### config.mk
export PLATFORM = sky130hd
export DESIGN_NAME = puf_challenge_sequencer
export DESIGN_NICKNAME = d
export VERILOG_FILES = /design/src/rtl/puf_challenge_sequencer.sv
export SDC_FILE = /design/constraint.sdc
export NUM_CORES = 1
export LEC_CHECK = 0
export CORE_ASPECT_RATIO = 1.25
export CORE_MARGIN = 2
export CORE_UTILIZATION = 30
export DETAILED_ROUTE_END_ITERATION = 12
export HOLD_SLACK_MARGIN = 0.08
export PLACE_DENSITY = 0.51
export SLEW_MARGIN = 40
export SYNTH_ARGS = -nofsm -noshare
export SYNTH_HDL_FRONTEND = slang
export SYNTH_SLANG_ARGS = --single-unit
### constraint.sdc
create_clock -name clk -period 1.7 [get_ports clk]
set_input_delay 0.51 -clock clk [delete_from_list [all_inputs] [get_ports clk]]
set_output_delay 0.51 -clock clk [all_outputs]
set_load 0.05 [all_outputs]
### src/rtl/puf_challenge_sequencer.sv
// Steps PUF challenges from a seed, settles, majority-votes VOTES samples per challenge and packs a KEY_W-bit key.
// Key valid C*(SETTLE+VOTES) edges after start; key held on key_valid until key_ready, start ignored while busy.
module puf_challenge_sequencer #(
  parameter int N      = 4,
  parameter int M      = 1,
  parameter int KEY_W  = 16,
  parameter int SETTLE = 4,
  parameter int VOTES  = 3
) (
  input  logic             clk,
  input  logic             rst,
  input  logic             start,
  input  logic [N-1:0]     seed,
  output logic [N-1:0]     challenge,
  input  logic [M-1:0]     response,
  output logic [KEY_W-1:0] key_out,
  output logic             key_valid,
  input  logic             key_ready,
  output logic             busy
);

  localparam int C  = KEY_W / M;
  localparam int IW = (C > 1) ? $clog2(C) : 1;
  localparam int SW = (SETTLE > 1) ? $clog2(SETTLE) : 1;
  localparam int VW = (VOTES > 1) ? $clog2(VOTES) : 1;
  localparam int CW = $clog2(VOTES + 1);

  typedef enum logic [1:0] {
    S_IDLE,
    S_SETTLE,
    S_SAMPLE,
    S_DONE
  } state_t;

  state_t              r_state;
  state_t              w_next;
  logic [SW-1:0]       r_settle_cnt;
  logic [VW-1:0]       r_vote_idx;
  logic [IW-1:0]       r_index;
  logic [M-1:0][CW-1:0] r_votes;
  logic [M-1:0][CW-1:0] w_tot;
  logic [M-1:0]        w_voted;
  logic                w_last_settle;
  logic                w_last_vote;
  logic                w_last_chal;

  assign w_last_settle = (r_settle_cnt == SW'(SETTLE - 1));
  assign w_last_vote   = (r_vote_idx == VW'(VOTES - 1));
  assign w_last_chal   = (r_index == IW'(C - 1));

  // The sample taken on the final vote edge is folded into the total before deciding.
  always_comb begin
    w_tot   = '0;
    w_voted = '0;
    for (int j = 0; j < M; j++) begin
      w_tot[j]   = r_votes[j] + CW'(response[j]);
      w_voted[j] = (w_tot[j] > CW'(VOTES / 2));
    end
  end

  always_ff @(posedge clk or posedge rst) begin
    if (rst) begin
      r_state <= S_IDLE;
    end else begin
      r_state <= w_next;
    end
  end

  always_comb begin
    w_next = r_state;
    unique case (r_state)
      S_IDLE:   if (start) w_next = S_SETTLE;
      S_SETTLE: if (w_last_settle) w_next = S_SAMPLE;
      S_SAMPLE: if (w_last_vote) w_next = w_last_chal ? S_DONE : S_SETTLE;
      S_DONE:   if (key_ready) w_next = S_IDLE;
      default:  w_next = S_IDLE;
    endcase
  end

  always_comb begin
    key_valid = (r_state == S_DONE);
    busy      = (r_state != S_IDLE);
  end

  always_ff @(posedge clk or posedge rst) begin
    if (rst) begin
      challenge    <= '0;
      key_out      <= '0;
      r_index      <= '0;
      r_settle_cnt <= '0;
      r_vote_idx   <= '0;
      r_votes      <= '0;
    end else begin
      unique case (r_state)
        S_IDLE: begin
          if (start) begin
            challenge    <= seed;
            key_out      <= '0;
            r_index      <= '0;
            r_settle_cnt <= '0;
            r_vote_idx   <= '0;
            r_votes      <= '0;
          end
        end
        S_SETTLE: begin
          r_settle_cnt <= w_last_settle ? '0 : r_settle_cnt + SW'(1);
          r_vote_idx   <= '0;
        end
        S_SAMPLE: begin
          if (w_last_vote) begin
            for (int i = 0; i < C; i++) begin
              if (r_index == IW'(i)) key_out[i*M +: M] <= w_voted;
            end
            r_votes    <= '0;
            r_vote_idx <= '0;
            if (!w_last_chal) begin
              r_index   <= r_index + IW'(1);
              challenge <= challenge + N'(1);
            end
          end else begin
            r_votes    <= w_tot;
            r_vote_idx <= r_vote_idx + VW'(1);
          end
        end
        default: begin
        end
      endcase
    end
  end

endmodule

## Word level (Yosys, flattened, before mapping)

Index checks and enable logic that the tools add are counted.

| operators by class | value |
|---|---|
| add/sub/neg operators | 5 |
| reduce and logical (&&, ||, !) cells | 27 |
| order comparisons | 1 |
| muxes and demuxes | 40 |
| equality and inequality tests | 41 |

Operators by type and width:

| cell | count |
|---|---|
| 4-bit AND reduction | 18 |
| 2-bit inequality test, second input constant | 20 |
| 4-bit == test, second input constant | 8 |
| 16-bit two-way mux | 2 |
| 16-bit case mux with 2 select lines | 1 |
| 4-bit two-way mux | 6 |
| 2-bit two-way mux | 9 |
| 4-bit by 3-bit == test with 1-bit output, second input constant | 4 |
| 1-bit two-way mux | 16 |
| 4-bit case mux with 2 select lines | 2 |
| 4-bit by 1-bit adder with 4-bit output, second input constant | 2 |
| 2-bit == test, second input constant | 4 |
| 4-bit by 2-bit == test with 1-bit output, second input constant | 2 |
| 2-bit case mux with 2 select lines | 2 |
| 2-bit case mux with 4 select lines | 1 |
| 2-bit case mux with 3 select lines | 1 |
| 2-bit AND reduction | 3 |
| 2-bit nonzero test | 3 |
| 2-bit by 1-bit adder with 2-bit output, second input constant | 2 |
| 4-bit by 1-bit == test with 1-bit output, second input constant | 1 |
| 4-bit logical NOT | 1 |
| 3-bit nonzero test | 1 |
| 2-bit by 1-bit adder with 2-bit output | 1 |
| 2-bit by 1-bit == test with 1-bit output, second input constant | 1 |
| other kinds (3) | 3 |

| storage, ports and cells | value |
|---|---|
| flip-flop bits (word level) | 32 |
| input port bits | 9 |

## Logic depth before layout (Yosys ltp)

Gate-level depths: netlist (run 1).

| depth | value |
|---|---|
| word-level depth | 5 |
| depth in mapped cells | 6 |

## Worst setup path before layout (run 1)

Ideal clock, no wire load.

| timing path | value |
|---|---|
| path type | register -> output |
| start | reg r_state[1] |
| end | out key_valid |
| setup slack | -277 ps |
| data required time | 1190 ps |
| arrival time | 1467 ps |
| stages on the path, launching flop included | 5 |
| cell sequence | dfrtp_1 buf_2 inv_1 clkbuf_1 nor2_1 |

| between the ends | value |
|---|---|
| word-level cells in the longest chain between the ends | 1 |

Ends and longest elaborated chain:

| what | RTL line | text |
|---|---|---|
| from (decl) | 35 | `state_t r_state;` |
| from (signal assigned) | 65 | `r_state <= w_next;` |
| 2-bit == test | 81 | `key_valid = (r_state == S_DONE);` |
| to (decl) | 17 | `output logic key_valid,` |

No other way between the ends.

## Worst setup path in the final report (run 1)

| timing path | value |
|---|---|
| start | reg r_state[0] |
| end | reg key_out[13] |

| between the ends | value |
|---|---|
| word-level cells in the longest chain between the ends | 3 |
| elaborated cells between the ends (all ways) | 8 |
| those cells by class | eq/ne (4); mux (1); reduce/logical (3) |

Ends and longest elaborated chain:

| what | RTL line | text |
|---|---|---|
| 2-bit == test / 2-bit logical NOT (equally long branches) | 94 | `unique case (r_state)` |
| 2-bit inequality test (no source line) / 2-bit nonzero test (equally long branches) | -- |  |
| 4-bit AND reduction (no source line) | -- |  |
| to (signal, indexed assignment) | 112 | `if (r_index == IW'(i)) key_out[i*M +: M] <= w_voted;` |
| to (decl) | 16 | `output logic [KEY_W-1:0] key_out,` |

Parallel ways exist; a longest one is shown, timed or not.
A chain may end at the register's enable or synchronous reset.

==> impl_metrics.toml, run 1 <==
[sta]
max_slew_margin = 0.7830
post-route-min-period_ns = 1.685
rsz0062_at_grt = "yes"
slew_viol_final = 0
fin_skew_ns = 0.002839
period_share = 0.9910
hold_viol = 0
whs_ns = 0.5116
finalSetupViolations = 0
fmaxAchievable_mhz = 593.6
worst_pin_slew_ns = 0.3213

[die]
boundaryPins = 31
start_util = 0.3139
std_cell_rows = 30
die-area_um2 = 6360
die_w_um = 71.73
die_h_um = 88.67
core_um2 = 5480

[synth]
synth_edf_count = 0
synth.distinct_cells = 33
yosys-top-cells-area = "dfrtp_1, a21oi_1, mux2_1"
synthFlopType = "dfrtp_1"
synthesis.nets = 193
yosysWarnings = 0
synth_largest_area_cell = "dfrtp_1"
netlist_area_um2 = 1720
ys_seq_elements = 32
ys_seq_area_frac = 0.4655
async_flop_share = 1.000
synth_top_area_share = 0.4655
netlist_instances = 177
syn_avg_cell_area_um2 = 9.720

[job]
maxCapViolCount = 0

[pwr]
combPwrFrac = 0.586
seq_power_share = 0.277
p_leak_uw = 0.001207
power.total_uw = 4329
p_sw_uw = 1785
internal_power_uw = 2544
clock_power_share = 0.137
peakVddDrop_uv = 938.0
power_density_nw_per_um2 = 1602
switching_share = 0.4124

[detailed_routing]
drt_iter0_drc = 37
highest_layer = "met4"
wire_per_inst_um = 13.42
wl_met3_um = 161
ant_nets = 0
drc = 0
met2RoutedLength_um = 2025
totalWireLength_um = 3919
vias_per_cell = 5.038
vias = 1471
dr.pass1.iters = 4
wl_met1_um = 1647

[placement]
portBuffers = 30
hpwl_um = 2795
gp_congestion = 0.8140
placed_area_um2 = 2486

[final_layout]
syn2layout_area_growth_pct = 57.09
postLayoutCoreUtil = 0.4932
nets = 243
fin_area_um2 = 2703
fillerInstances = 486
n_antenna_cell = 0
drive_above_1_share = 0.3991

[global_routing]
grt_antenna_before_repair = 0
grt_pass1_wl_um = 6527
grt_usage = 0.1340
grt_overflow = 0
grt_pass1_vias = 1434
grt_max_degree = 33

[clock_network]
path_clk_slew_ns = 0.06
htreeDepth = 2
numCtsBuffers = 5
holdBufCountCts = 0
cts_sinks = 32
cts_tree = "done"
root_buffer = "clkbuf_8"
clk_latency_ns = 0.28
clockBufferDepth = 2

[setup_path]
critPathMaxFanout = 6
cp_num_cells = 4
path_cells = "or3b_4 > and2_4 > a21oi_1 > mux2_2"
slowest_stage = "dfrtp_1"
cp_data_arrival_time_ns = 1.85
worst-path-buf-inv = 0
critPathRequiredTime_ns = 1.86
slowest_delay_ns = 0.42
ff2ff_path_depth = 4
worst_setup_path_end_kind = "flip-flop"
crit_path_start_kind = "flip-flop"
path_class = "flip-flop to flip-flop"
critPathTopFamily = "simple AND/OR/NAND/NOR gates"

[outcome]
status = "finished, final reports clean"

[worst_hold_path]
min_path_type = "flip-flop to flip-flop"
hold_depth = 1
cell type report:
cell class              instances  area [µm²]  share of cell area
well taps                      64       80.08             0.02963
inverters                       5       25.02            0.009259
multi-input cells             130       964.7              0.3569
flip-flops and latches         32       800.8              0.2963
repair buffers                 53       742.0              0.2745
clock buffers                   8       90.09             0.03333
cells in the mapped netlist, drive strengths merged, types with 3 or more instances:
cell / n
clkbuf: 5
ha: 7
nor2b: 3
nor2: 20
a21oi: 21
nand3: 7
buf: 6
mux2: 16
o21ai: 14
dfrtp: 32
nand2: 19
nand2b: 5
inv: 5
state kept, by name, summed over array words and instances, names as in the netlist:
signal and flops:
r_votes 2, r_index 4, challenge 4, r_vote_idx 2, key_out 16, r_settle_cnt 2, r_state 2
worst paths after layout:
path	slack, ns	from	endpoint
worst max-delay path	0.02	r_state[0]	key_out[13]
worst min-delay path	0.51	r_settle_cnt[1]	r_settle_cnt[1]
worst max register to register	0.02	r_state[0]	key_out[13]
worst min register to register	0.51	r_settle_cnt[1]	r_settle_cnt[1]
max in group asynchronous	0.95	rst	key_out[11]
min in group asynchronous	0.56	rst	key_out[4]
power groups by stage:
| stage | logic, µW | registers, µW | clock network, µW |
|---|---|---|---|
| 2_1_floorplan | 1060 | 1500 | 0 |
| 3_3_place_gp | 2260 | 1200 | 0 |
| 3_5_place_dp | 2290 | 1220 | 0 |
| 4_1_cts | 2440 | 1200 | 618 |
| 5_1_grt | 2720 | 1230 | 646 |
| 6_report | 2540 | 1200 | 592 |
cells in the final DEF, fill, tap and decap left out, types with 2 or more instances in the layout:
master / count
clkbuf_8: 6
nand2_1: 18
nor2_4: 9
a21oi_2: 7
a21oi_1: 14
nand3_1: 7
mux2_2: 8
dfrtp_1: 32
inv_1: 3
nor2_1: 11
buf_4: 17
ha_1: 7
o22a_1: 2
clkbuf_1: 2
nand2b_1: 4
and2_4: 2
buf_12: 25
clkdlybuf4s50_1: 7
buf_6: 3
o21ai_0: 14
mux2_4: 8
nor2b_1: 3
logic make-up after synthesis:
logic type,synth area share
flops,0.4655
buf+inv,0.04581
simple gates,0.1753
compound gates,0.1520
fa+ha+maj,0.05091
mux,0.1105
through the flow:
stage	setup WS (ns)	instances	TNS (ns)
finish	0.01535	292	0
global route	-0.03320	292	-0.2564
CTS	0.01191	289	0
detailed placement	-0.5547	275	-11.94
global placement	-0.5426	275	-11.36
floorplan	-0.07536	177	-0.7491
per-layer routing:
layer / track usage / vias to the layer above
li1: - / 714
met1: 0.1537 / 720
met2: 0.2290 / 28
met3: 0.03986 / 9
met4: 0.06346 / 0
met5: 0 / -
worst reg2reg max path, delay by kind of cell, from the launching register on:
family	cells	cell delay, ns
AND/OR/NAND/NOR	2	0.61
multiplexers	1	0.35
AO/OA/AOI/OAI	1	0.18
flip-flops	1	0.42
repair_timing:
item                       in CTS  in global routing
setup buffers                   5                  3
pin swaps                       1                  3
cloned                          1                  0
setup endpoints to repair      25                 19
gates resized for setup        10                  9
(Power assumes the default switching activity.)
==> run 2, diff against run 1 <==
--- a/config.mk
+++ b/config.mk
@@ -8,6 +8,7 @@
 export CORE_ASPECT_RATIO = 1.25
 export CORE_MARGIN = 2
 export CORE_UTILIZATION = 30
+export CTS_CLUSTER_DIAMETER = 30
 export DETAILED_ROUTE_END_ITERATION = 12
 export HOLD_SLACK_MARGIN = 0.08
 export PLACE_DENSITY = 0.51
==> results of run 2 <==
Same layout as run 1: the final DEF is identical, and so are final timing and power.
